**src/rtl/seg_pkg.sv**
```systemverilog
// seg_pkg: shared types and constants for the seven-segment digit scanner
package seg_pkg;
    typedef enum logic {BLANK = 1'b0, SCAN = 1'b1} seg_state_e;
    localparam int DEF_NUM_DIGITS = 4;
    localparam logic [31:0] AN_OFF = '1;
endpackage

```
**src/rtl/seg_slot_timer.sv**
```systemverilog
// seg_slot_timer: self-reloading down-counter, done pulses on the last cycle of each i_len-cycle interval
//   clk, rst_n : clock, async active-low reset
//   i_len      : interval length in cycles (>=1), sampled when the counter reloads
//   o_done     : high during the final cycle of the current interval
module seg_slot_timer #(
    parameter int W = 8
) (
    input  logic         clk,
    input  logic         rst_n,
    input  logic [W-1:0] i_len,
    output logic         o_done
);
    logic [W-1:0] r_cnt;
    // zero means "interval just started": reload with the remaining length
    always_ff @(posedge clk or negedge rst_n)
        if (!rst_n) r_cnt <= '0;
        else        r_cnt <= (r_cnt == '0) ? i_len - W'(1) : r_cnt - W'(1);
    assign o_done = (r_cnt == '0) ? (i_len == W'(1)) : (r_cnt == W'(1));
endmodule

```
**src/rtl/seg_digit_scanner.sv**
```systemverilog
// seg_digit_scanner: time-multiplexed, double-buffered hex digit scanner with inter-digit blanking
//   clk, rst_n  : clock, async active-low reset
//   value, load : packed nibbles (digit 0 = LSB) and capture strobe
//   digit_en    : per-digit enable, sampled at the start of each digit's scan
//   hex_out     : nibble for the seven-segment decoder
//   an          : active-low anodes, one-hot-low or all ones
//   pending     : a captured value waits for the next frame boundary
//   frame_tick  : one-cycle pulse on the frame boundary cycle
module seg_digit_scanner
    import seg_pkg::*;
#(
    parameter int NUM_DIGITS   = DEF_NUM_DIGITS,
    parameter int REFRESH_DIV  = 50000,
    parameter int BLANK_CYCLES = 500
) (
    input  logic                    clk,
    input  logic                    rst_n,
    input  logic [4*NUM_DIGITS-1:0] value,
    input  logic                    load,
    input  logic [NUM_DIGITS-1:0]   digit_en,
    output logic [3:0]              hex_out,
    output logic [NUM_DIGITS-1:0]   an,
    output logic                    pending,
    output logic                    frame_tick
);
    localparam int MAXC = (REFRESH_DIV > BLANK_CYCLES) ? REFRESH_DIV : BLANK_CYCLES;
    localparam int CW   = $clog2(MAXC + 1);
    localparam int IW   = (NUM_DIGITS > 1) ? $clog2(NUM_DIGITS) : 1;

    seg_state_e              r_state, w_state_nxt;
    logic [IW-1:0]           r_idx, w_idx_nxt;
    logic [4*NUM_DIGITS-1:0] r_disp, r_pval, w_disp_nxt;
    logic                    r_pending;
    logic [3:0]              r_hex;
    logic [NUM_DIGITS-1:0]   r_an, w_an_nxt;
    logic [CW-1:0]           w_len;
    logic                    w_done, w_boundary;

    assign w_len = (r_state == SCAN) ? CW'(REFRESH_DIV) : CW'(BLANK_CYCLES);

    seg_slot_timer #(.W(CW)) u_timer (
        .clk    (clk),
        .rst_n  (rst_n),
        .i_len  (w_len),
        .o_done (w_done)
    );

    assign w_boundary = (r_state == SCAN) && w_done && (r_idx == IW'(NUM_DIGITS - 1));

    always_comb begin
        w_state_nxt = w_done ? ((r_state == BLANK) ? SCAN : BLANK) : r_state;
        w_idx_nxt   = (w_done && r_state == SCAN) ?
                      ((r_idx == IW'(NUM_DIGITS - 1)) ? '0 : r_idx + 1'b1) : r_idx;
        // a load on the boundary itself bypasses the pending buffer
        w_disp_nxt  = w_boundary ? (load ? value : (r_pending ? r_pval : r_disp)) : r_disp;
        w_an_nxt    = !w_done ? r_an :
                      (r_state == SCAN) ? AN_OFF[NUM_DIGITS-1:0] :
                      digit_en[r_idx] ? ~(NUM_DIGITS'(1) << r_idx) : AN_OFF[NUM_DIGITS-1:0];
    end

    always_ff @(posedge clk or negedge rst_n)
        if (!rst_n) begin
            r_state   <= BLANK;
            r_idx     <= '0;
            r_disp    <= '0;
            r_pval    <= '0;
            r_pending <= 1'b0;
            r_hex     <= 4'h0;
            r_an      <= AN_OFF[NUM_DIGITS-1:0];
        end else begin
            r_state   <= w_state_nxt;
            r_idx     <= w_idx_nxt;
            r_disp    <= w_disp_nxt;
            r_pval    <= (load && !w_boundary) ? value : r_pval;
            r_pending <= w_boundary ? 1'b0 : (load ? 1'b1 : r_pending);
            // the nibble is chosen on BLANK entry so it settles before the anode turns on
            r_hex     <= (w_done && r_state == SCAN) ? w_disp_nxt[4*w_idx_nxt +: 4] : r_hex;
            r_an      <= w_an_nxt;
        end

    assign hex_out    = r_hex;
    assign an         = r_an;
    assign pending    = r_pending;
    assign frame_tick = w_boundary;
endmodule

```
**config.mk**
```make
export PLATFORM = sky130hd
export DESIGN_NAME = seg_digit_scanner
export DESIGN_NICKNAME = d
export VERILOG_FILES = /design/src/rtl/seg_pkg.sv /design/src/rtl/seg_slot_timer.sv /design/src/rtl/seg_digit_scanner.sv
export SDC_FILE = /design/constraint.sdc
export NUM_CORES = 1
export LEC_CHECK = 0
export ABC_CLOCK_PERIOD_IN_PS = 4700
export CAP_MARGIN = 20
export CORE_MARGIN = 2
export CORE_UTILIZATION = 55
export DETAILED_ROUTE_END_ITERATION = 8
export PLACE_DENSITY_LB_ADDON = 0.25
export SLEW_MARGIN = 20
export SYNTH_ARGS = -nofsm -noshare
export SYNTH_HDL_FRONTEND = slang
export SYNTH_SLANG_ARGS = --single-unit
```
**constraint.sdc**
```tcl
create_clock -name clk -period 4.7 [get_ports clk]
set_input_delay 0.94 -clock clk [delete_from_list [all_inputs] [get_ports clk]]
set_output_delay 0.94 -clock clk [all_outputs]
set_load 0.005 [all_outputs]
```
==> reports/metrics.cfg, run 1 <==
[outcome]
status=complete, no violations

[synthesis]
synth-edff-count=0
synth_cell_types=49
synthCells=271
ys_seq_elements=60
synth_flop_cell=dfrtp_1
syn-cell-area_mm2=0.00290
async_flop_share_pct=100
syn_nets=301
synth.yosys.seq_area_share_pct=52.0
avgSynthCellArea_um2=10.7
ys_warn_count=0

[global_route]
grt_pass1_vias=2149
grt_pass1_wl_um=10300
grt_max_degree=52
antenna_found_initial=0
grt-ovfl-total=0
grt_util_all_layers_pct=22.5

[die]
ioPinCount=33
dieArea_mm2=0.00587
num_rows=26
die_x_um=76.6
die_h_um=76.6
start_util_pct=56.8
core_area_mm2=0.00511

[detailed_routing]
drtIter0Drc=161
drcViolationCount=0
vias=2154
ant_nets=0
drt_wl_total_um=5910
post_drt_wl_per_cell_um=15.5
vias_per_cell=5.65
dr.pass1.iters=4

[timing]
fin_crit_sh_pct=82.4
rsz0062_at_grt=no
skew_ps=6.68
worst_hold_slack_ps=456
slew_headroom_pct=51.7
tightest_slew_ps=723
timing.final.crit_period_ps=3880
setup_viol=0
hold_violations=0
layout_setup_ws_ps=825
clock.fmax_mhz=258
setup_tns_ps=0
slew_viol_final=0

[placement]
numPortBuffers=32
dp_slack_ps=1260
post_dp_cell_area_mm2=0.00325
hpwl_um=4170
dp.cells=365
gp_congestion=0.787

[final_layout]
antenna_cells=0
nets=336
instances_no_fill=381
drive_gt1_share_pct=14.1
stdcell_area_mm2=0.00347
areaGrowthSynthToFinish_pct=19.6
n_fill_cell=413

[worst_setup_path]
cp_data_arrival_time_ps=2940
startpoint_type=flop
r2r_slack_ps=1710
worstPathRequired_ps=3760
cp-end-kind=primary output
cp_max_fo=8
critPathKind=reg -> out

[clocking]
root_buffer=clkbuf_8
numCtsBuffers=9
cts_buffer_depth=2
htreeDepth=3
postCtsSetupRepairBufs=0
cts_sinks=60
clkLatencyLatePin_ps=330
clk_pin_slew_ps=70
ctsHoldBuffers=0
cts_tree=done
post_cts_resize_count=0

[power_and_ir_drop]
power.net_switching_w=0.000228
pwr-share-seq_pct=48.9
p_int_w=0.000870
power_frac_comb_pct=4.7
powerDensity_mw_per_mm2=317
irDropWorstVdd_v=0.000231
pwr-share-clk_pct=46.4
switching_share_pct=20.8
leakagePower_nw=1.59

[flow_run]
maxCapViolations=0

[hold_path]
min_path_type=in -> async

## flip-flops by register name, indices dropped and copies added, names as in the netlist
name           count
r_disp            16
r_pval            16
u_timer.r_cnt     16
an                 4
hex_out            4
r_idx              2
pending            1
r_state            1
## cell families after synthesis
logic type,Yosys count,share of synthesized area (%)
flip-flops,60,52.0
AO/OA/AOI/OAI,50,11.8
XOR/XNOR,12,3.63
adder cells (fa/ha/maj),7,3.02
AND/OR/NAND/NOR,100,18.1
buffers and inverters,23,3.84
multiplexers,19,7.64
## critical path, cell delays in order, from the launching register on
cell,delay [ps]
dfrtp_1,470
inv_1,100
ha_1,290
nor3b_1,350
and4b_1,460
and3_1,380
clkdlybuf4s50_1,560
## layer usage
metal | GRT usage [%] | up-vias | part of all wire, %
met5 | 0 | - | 0
met4 | 11.5 | 0 | 2.3
met3 | 4.86 | 16 | 4.5
met2 | 34.0 | 63 | 46
met1 | 30.7 | 1035 | 48
li1 | - | 1040 | -
## power groups by stage
stage	clock, W	sequential [W]	combinational, W
floorplan	0	0.000545	0.0000199
global placement	0	0.000545	0.0000520
detailed placement	0	0.000546	0.0000531
CTS	0.000515	0.000537	0.0000532
global route	0.000538	0.000538	0.0000577
finish	0.000510	0.000537	0.0000519
## cell usage after synthesis, types with 2 or more instances
master | number | area, um2
nor2_1 | 30 | 113
o22ai_1 | 5 | 31.3
mux2_2 | 15 | 169
nor2b_1 | 3 | 18.8
inv_1 | 13 | 48.8
or3_1 | 4 | 25.0
clkbuf_1 | 3 | 11.3
dfstp_2 | 4 | 105
o31ai_1 | 4 | 30.0
nand2_1 | 31 | 116
a22oi_1 | 7 | 52.6
ha_1 | 7 | 87.6
nor3b_1 | 2 | 15.0
a21o_1 | 2 | 15.0
buf_6 | 2 | 22.5
xnor2_1 | 6 | 52.6
nor3_1 | 3 | 15.0
dfrtp_1 | 56 | 1400
mux2i_1 | 3 | 30.0
a222oi_1 | 4 | 40.0
nand3_1 | 5 | 25.0
nand3b_1 | 2 | 15.0
o21ai_0 | 3 | 15.0
buf_4 | 2 | 15.0
and3_1 | 4 | 25.0
a21oi_1 | 18 | 90.1
nand4b_1 | 3 | 26.3
nor4_1 | 4 | 25.0
xor2_1 | 6 | 52.6
## path summary, 6_finish.rpt
path | start | endpoint | cells past startpoint
max | u_timer.r_cnt[0]$_DFF_PN0_ | frame_tick | 6
min | rst_n | u_timer.r_cnt[5]$_DFF_PN0_ | 1
max reg2reg | u_timer.r_cnt[0]$_DFF_PN0_ | r_pval[0]$_DFFE_PN0P_ | 7
min reg2reg | r_disp[0]$_DFF_PN0_ | r_disp[0]$_DFF_PN0_ | 2
max in group asynchronous | rst_n | hex_out[3]$_DFFE_PN0N_ | 2
min in group clk | r_disp[0]$_DFF_PN0_ | r_disp[0]$_DFF_PN0_ | 2
## cell type report
cell class	count	area, um2	area share [%]
clock inverters	5	75.1	2.17
repair buffers	33	323	9.31
inverters	14	52.6	1.52
flip-flops and latches	60	1510	43.4
well taps	70	87.6	2.53
clock buffers	11	141	4.08
multi-input cells	188	1280	37.0
## layout by cell type (no fill, tap or decap), types with 4 or more instances in the layout
cell type | Yosys | layout
o22ai_1 | 5 | 5
xor2_1 | 6 | 6
nor2_1 | 30 | 30
a21oi_1 | 18 | 18
a222oi_1 | 4 | 4
o31ai_1 | 4 | 4
nand3_1 | 5 | 5
inv_1 | 13 | 13
xnor2_1 | 6 | 6
and3_1 | 4 | 4
nor4_1 | 4 | 4
mux2_2 | 15 | 15
or3_1 | 4 | 4
a22oi_1 | 7 | 7
clkbuf_8 | 0 | 10
dfrtp_1 | 56 | 56
dfstp_2 | 4 | 4
clkdlybuf4s50_1 | 0 | 31
ha_1 | 7 | 7
nand2_1 | 31 | 31
## per-stage QoR
stage | total power, W | util [%]
CTS | 0.00110 | 67.9
global route | 0.00113 | 67.9
global placement | 0.000597 | 63.6
detailed placement | 0.000599 | 63.6
floorplan | 0.000564 | -
finish | 0.00110 | 67.9
No activity file was read; power rests on OpenSTA's default activity.
==> run 2, diff against run 1 <==
ABC_CLOCK_PERIOD_IN_PS = 3560   (was 4700)
CORE_UTILIZATION = 50   (was 55)
clock period = 3.56 ns   (was 4.7 ns; I/O delays follow)
==> reports/metrics.cfg, run 2 (synthesis results as in run 1) <==
[detailed_routing]
drcViolationCount=0
vias=2137
drtIter0Drc=140
post_drt_wl_per_cell_um=15.0
ant_nets=0
dr.pass1.iters=4
vias_per_cell=5.54
drt_wl_total_um=5780

[clocking]
root_buffer=clkbuf_8
clkLatencyLatePin_ps=330
cts_buffer_depth=2
postCtsSetupRepairBufs=0
ctsHoldBuffers=0
cts_tree=done
cts_sinks=60
clk_pin_slew_ps=70
numCtsBuffers=9
htreeDepth=3
post_cts_resize_count=0

[timing]
timing.final.crit_period_ps=3380
clock.fmax_mhz=296
skew_ps=8.54
fin_crit_sh_pct=94.8
setup_viol=0
setup_tns_ps=0
tightest_slew_ps=782
hold_violations=0
slew_headroom_pct=47.9
rsz0062_at_grt=no
slew_viol_final=0

[outcome]
status=complete, no violations

[worst_setup_path]
r2r_slack_ps=750
critPathKind=reg -> out
reg2reg_from=u_timer.r_cnt[0]$_DFF_PN0_
cp_max_fo=8
cp-end-kind=primary output
r2r_end=r_pval[5]$_DFFE_PN0P_
reg2reg_depth=8
startpoint_type=flop
worstPathRequired_ps=2850
cp_data_arrival_time_ps=2660

[final_layout]
multi_input_area_mm2=0.00128
antenna_cells=0
areaGrowthSynthToFinish_pct=20.0
layout_commonest_cell=dfrtp_1
n_fill_cell=477
regArea_mm2=0.00151
largest_registers=r_disp: 16 flops, r_pval: 16 flops, u_timer.r_cnt: 16 flops
layout_common_cells=dfrtp_1, nand2_1, clkdlybuf4s50_1
nets=339
drive_gt1_share_pct=15.0

[die]
die_x_um=80.1
start_util_pct=52.3
die_h_um=80.1
ioPinCount=33
num_rows=27
core_area_mm2=0.00554
dieArea_mm2=0.00642

[global_route]
grt-ovfl-total=0
grt_pass1_wl_um=9820
grt_max_degree=37
grt_pass1_vias=2032
antenna_found_initial=0
grt_util_all_layers_pct=20.2

[power_and_ir_drop]
leakagePower_nw=1.60
p_total_w=0.00139
powerDensity_mw_per_mm2=399
irDropWorstVdd_v=0.000310

[flow_run]
maxCapViolations=0

[placement]
gp_congestion=0.792
hpwl_um=4190
numPortBuffers=32

[hold_path]
min_path_type=in -> async

## run 2: report_power, final
group / total, W / internal [W] / leakage (nW) / switching [W]
clock network: 0.000610 / 0.000359 / 0.102 / 0.000251
logic: 0.0000693 / 0.0000399 / 0.776 / 0.0000293
registers: 0.000709 / 0.000700 / 0.721 / 0.00000861
## run 2: worst max path at each step
stage	start	cells past startpoint	slack [ps]	end
3_3_place_gp	u_timer.r_cnt[0]$_DFF_PN0_	6	630	frame_tick
5_1_grt	u_timer.r_cnt[0]$_DFF_PN0_	6	20	frame_tick
4_1_cts	u_timer.r_cnt[0]$_DFF_PN0_	6	200	frame_tick
3_5_place_dp	u_timer.r_cnt[0]$_DFF_PN0_	6	580	frame_tick
6_report	u_timer.r_cnt[0]$_DFF_PN0_	6	180	frame_tick
2_1_floorplan	u_timer.r_cnt[0]$_DFF_PN0_	11	1150	hex_out[1]$_DFFE_PN0N_
## run 2: critical path: stages, from the launching register on
cell             delay [ps]
dfrtp_1                 460
inv_1                   100
ha_1                    280
nor3b_1                 340
and4b_1                 260
and3_1                  340
clkdlybuf4s50_1         560
## run 2: metrics by stage
| stage | hold slack (ps) | cell area (um2) | util (%) | instances | setup slack, ps |
|---|---|---|---|---|---|
| global route | 493 | 3480 | 62.8 | 386 | 15.8 |
| floorplan | 416 | 2900 | - | 271 | 1150 |
| detailed placement | 454 | 3280 | 59.1 | 370 | 577 |
| finish | 462 | 3480 | 62.8 | 386 | 185 |
| global placement | 450 | 3280 | 59.1 | 370 | 630 |
| CTS | 471 | 3480 | 62.8 | 386 | 196 |
## run 2: layout make-up
cell class | count | area share [%]
clock inverters | 4 | 1.37
multi-input cells | 188 | 36.8
inverters | 14 | 1.51
well taps | 72 | 2.59
repair buffers | 36 | 9.93
clock buffers | 12 | 4.46
flip-flops and latches | 60 | 43.3
## run 2: per-layer routing
layer  GRT usage (%)  vias to the layer above  part of all wire [%]  routed length [um]
met5               0                        -                     0                   0
met4            8.14                        0                   1.4                  81
met3            3.82                        9                   4.0                 234
met2            29.8                       45                    45                2630
met1            29.3                     1044                    49                2840
li1                -                     1039                     -                   -
==> run 3, diff against run 2 <==
GPL_TIMING_DRIVEN = 0   (was unset)
==> reports/metrics.cfg, run 3 (synthesis results as in run 1) <==
[power_and_ir_drop]
switching_share_pct=23.7
p_int_w=0.00107
powerDensity_mw_per_mm2=396
leakagePower_nw=1.62
power.net_switching_w=0.000331
power_frac_comb_pct=5.3
pwr-share-clk_pct=44.0
irDropWorstVdd_v=0.000266
p_total_w=0.00140
pwr-share-seq_pct=50.7

[placement]
hpwl_um=4420
dp.cells=375
numPortBuffers=31
gp_congestion=0.824

[die]
core_area_mm2=0.00554
die_h_um=80.1
start_util_pct=52.3
num_rows=27
dieArea_mm2=0.00642
ioPinCount=33
die_x_um=80.1

[detailed_routing]
drcViolationCount=0
vias=2191
drt_wl_total_um=6210
dr.pass1.iters=4
post_drt_wl_per_cell_um=15.9
drtIter0Drc=169
ant_nets=0
vias_per_cell=5.60

[global_route]
grt_pass1_vias=2141
antenna_found_initial=0
grt-ovfl-total=0
grt_pass1_wl_um=10500
grt_max_degree=52
grt_util_all_layers_pct=21.8

[clocking]
numCtsBuffers=9
cts_buffer_depth=2
clk_pin_slew_ps=70
htreeDepth=3
clkLatencyLatePin_ps=350
root_buffer=clkbuf_8
ctsHoldBuffers=0
cts_sinks=60
cts_tree=done

[flow_run]
maxCapViolations=0

[final_layout]
drive_gt1_share_pct=16.6
n_fill_cell=465
antenna_cells=0
fin_util_pct=63.7
layout_common_cells=dfrtp_1, nand2_1, nor2_1, clkdlybuf4s50_1, a21oi_1
largest_registers=r_disp: 16 flops, r_pval: 16 flops, u_timer.r_cnt: 16 flops
nets=344
layout_commonest_cell=dfrtp_1
instances_no_fill=391
areaGrowthSynthToFinish_pct=21.8

[worst_setup_path]
startpoint_type=flop
cp-end-kind=primary output
crit_path_cell_trace=inv_1, ha_1, nor3b_2, and4b_1, buf_6, and3_1, buf_2, clkdlybuf4s50_1
cp_slowest_stage_delay_ps=520
cp_data_arrival_time_ps=2680
critPathSlowestCell=clkdlybuf4s50_1
critPathKind=reg -> out
crit_buf_inv=4
worstPathRequired_ps=2850
cp_max_fo=8
crit_family=buffers and inverters
reg2reg_depth=9
cp.depth=8

[timing]
hold_violations=0
skew_ps=9.60
clock.fmax_mhz=295
tightest_slew_ps=740
slew_viol_final=0
timing.final.crit_period_ps=3390
fin_crit_sh_pct=95.3
worst_hold_slack_ps=195
slew_headroom_pct=50.4
setup_viol=0
setup_tns_ps=0

[hold_path]
min_path_type=in -> async

[outcome]
status=complete, no violations

==> run 3: final timing paths <==
path,start,endpoint,slack [ps]
max,u_timer.r_cnt[1]$_DFF_PN0_,frame_tick,170
min,rst_n,u_timer.r_cnt[8]$_DFF_PN0_,200
max reg2reg,u_timer.r_cnt[1]$_DFF_PN0_,hex_out[3]$_DFFE_PN0N_,790
min reg2reg,r_disp[0]$_DFF_PN0_,r_disp[0]$_DFF_PN0_,470
max in group asynchronous,rst_n,an[0]$_DFFE_PN1N_,2830
min in group clk,r_disp[0]$_DFF_PN0_,r_disp[0]$_DFF_PN0_,470
==> run 3: cell type report <==
| type | instances | area (um2) | share of cell area [%] |
|---|---|---|---|
| Clock buffer | 9 | 124 | 3.51 |
| Timing Repair Buffer | 32 | 335 | 9.50 |
| Multi-Input combinational cell | 188 | 1290 | 36.4 |
| Inverter | 14 | 52.6 | 1.49 |
| Buffer | 9 | 58.8 | 1.67 |
| Tap cell | 72 | 90.1 | 2.55 |
| Sequential cell | 60 | 1510 | 42.7 |
| Clock inverter | 7 | 76.3 | 2.16 |
==> run 3: power groups by stage <==
stage / Combinational, W / Clock, W / Sequential (W)
floorplan: 0.0000263 / 0 / 0.000719
global placement: 0.0000692 / 0 / 0.000721
detailed placement: 0.0000747 / 0 / 0.000722
CTS: 0.0000749 / 0.000627 / 0.000709
global route: 0.0000808 / 0.000654 / 0.000711
finish: 0.0000735 / 0.000616 / 0.000709
==> run 3: worst reg2reg max path, stage by stage, from the launching register on <==
cell      delay, ps
dfrtp_1         460
inv_1           120
ha_1            270
nor3b_2         250
nand4b_1        230
nor3_2          690
a222oi_1        250
mux2i_1         210
o22ai_1          90
a21oi_1         140
==> run 3: layer usage <==
layer	global-route usage, %	wire length [um]
met1	30.8	2920
met2	32.4	2920
met3	4.38	236
met4	10.2	130
met5	0	0
==> run 3: repair_timing <==
action	CTS	global route
buffers inserted	0	0
resized for setup	0	2
endpoints found under the setup margin	0	1
==> run 3: per-stage QoR <==
stage | area [um2] | setup WS [ps]
2_1_floorplan | 2900 | 1150
6_report | 3530 | 167
3_5_place_dp | 3320 | 423
4_1_cts | 3520 | 36.4
5_1_grt | 3530 | -3.91
3_3_place_gp | 3300 | -173
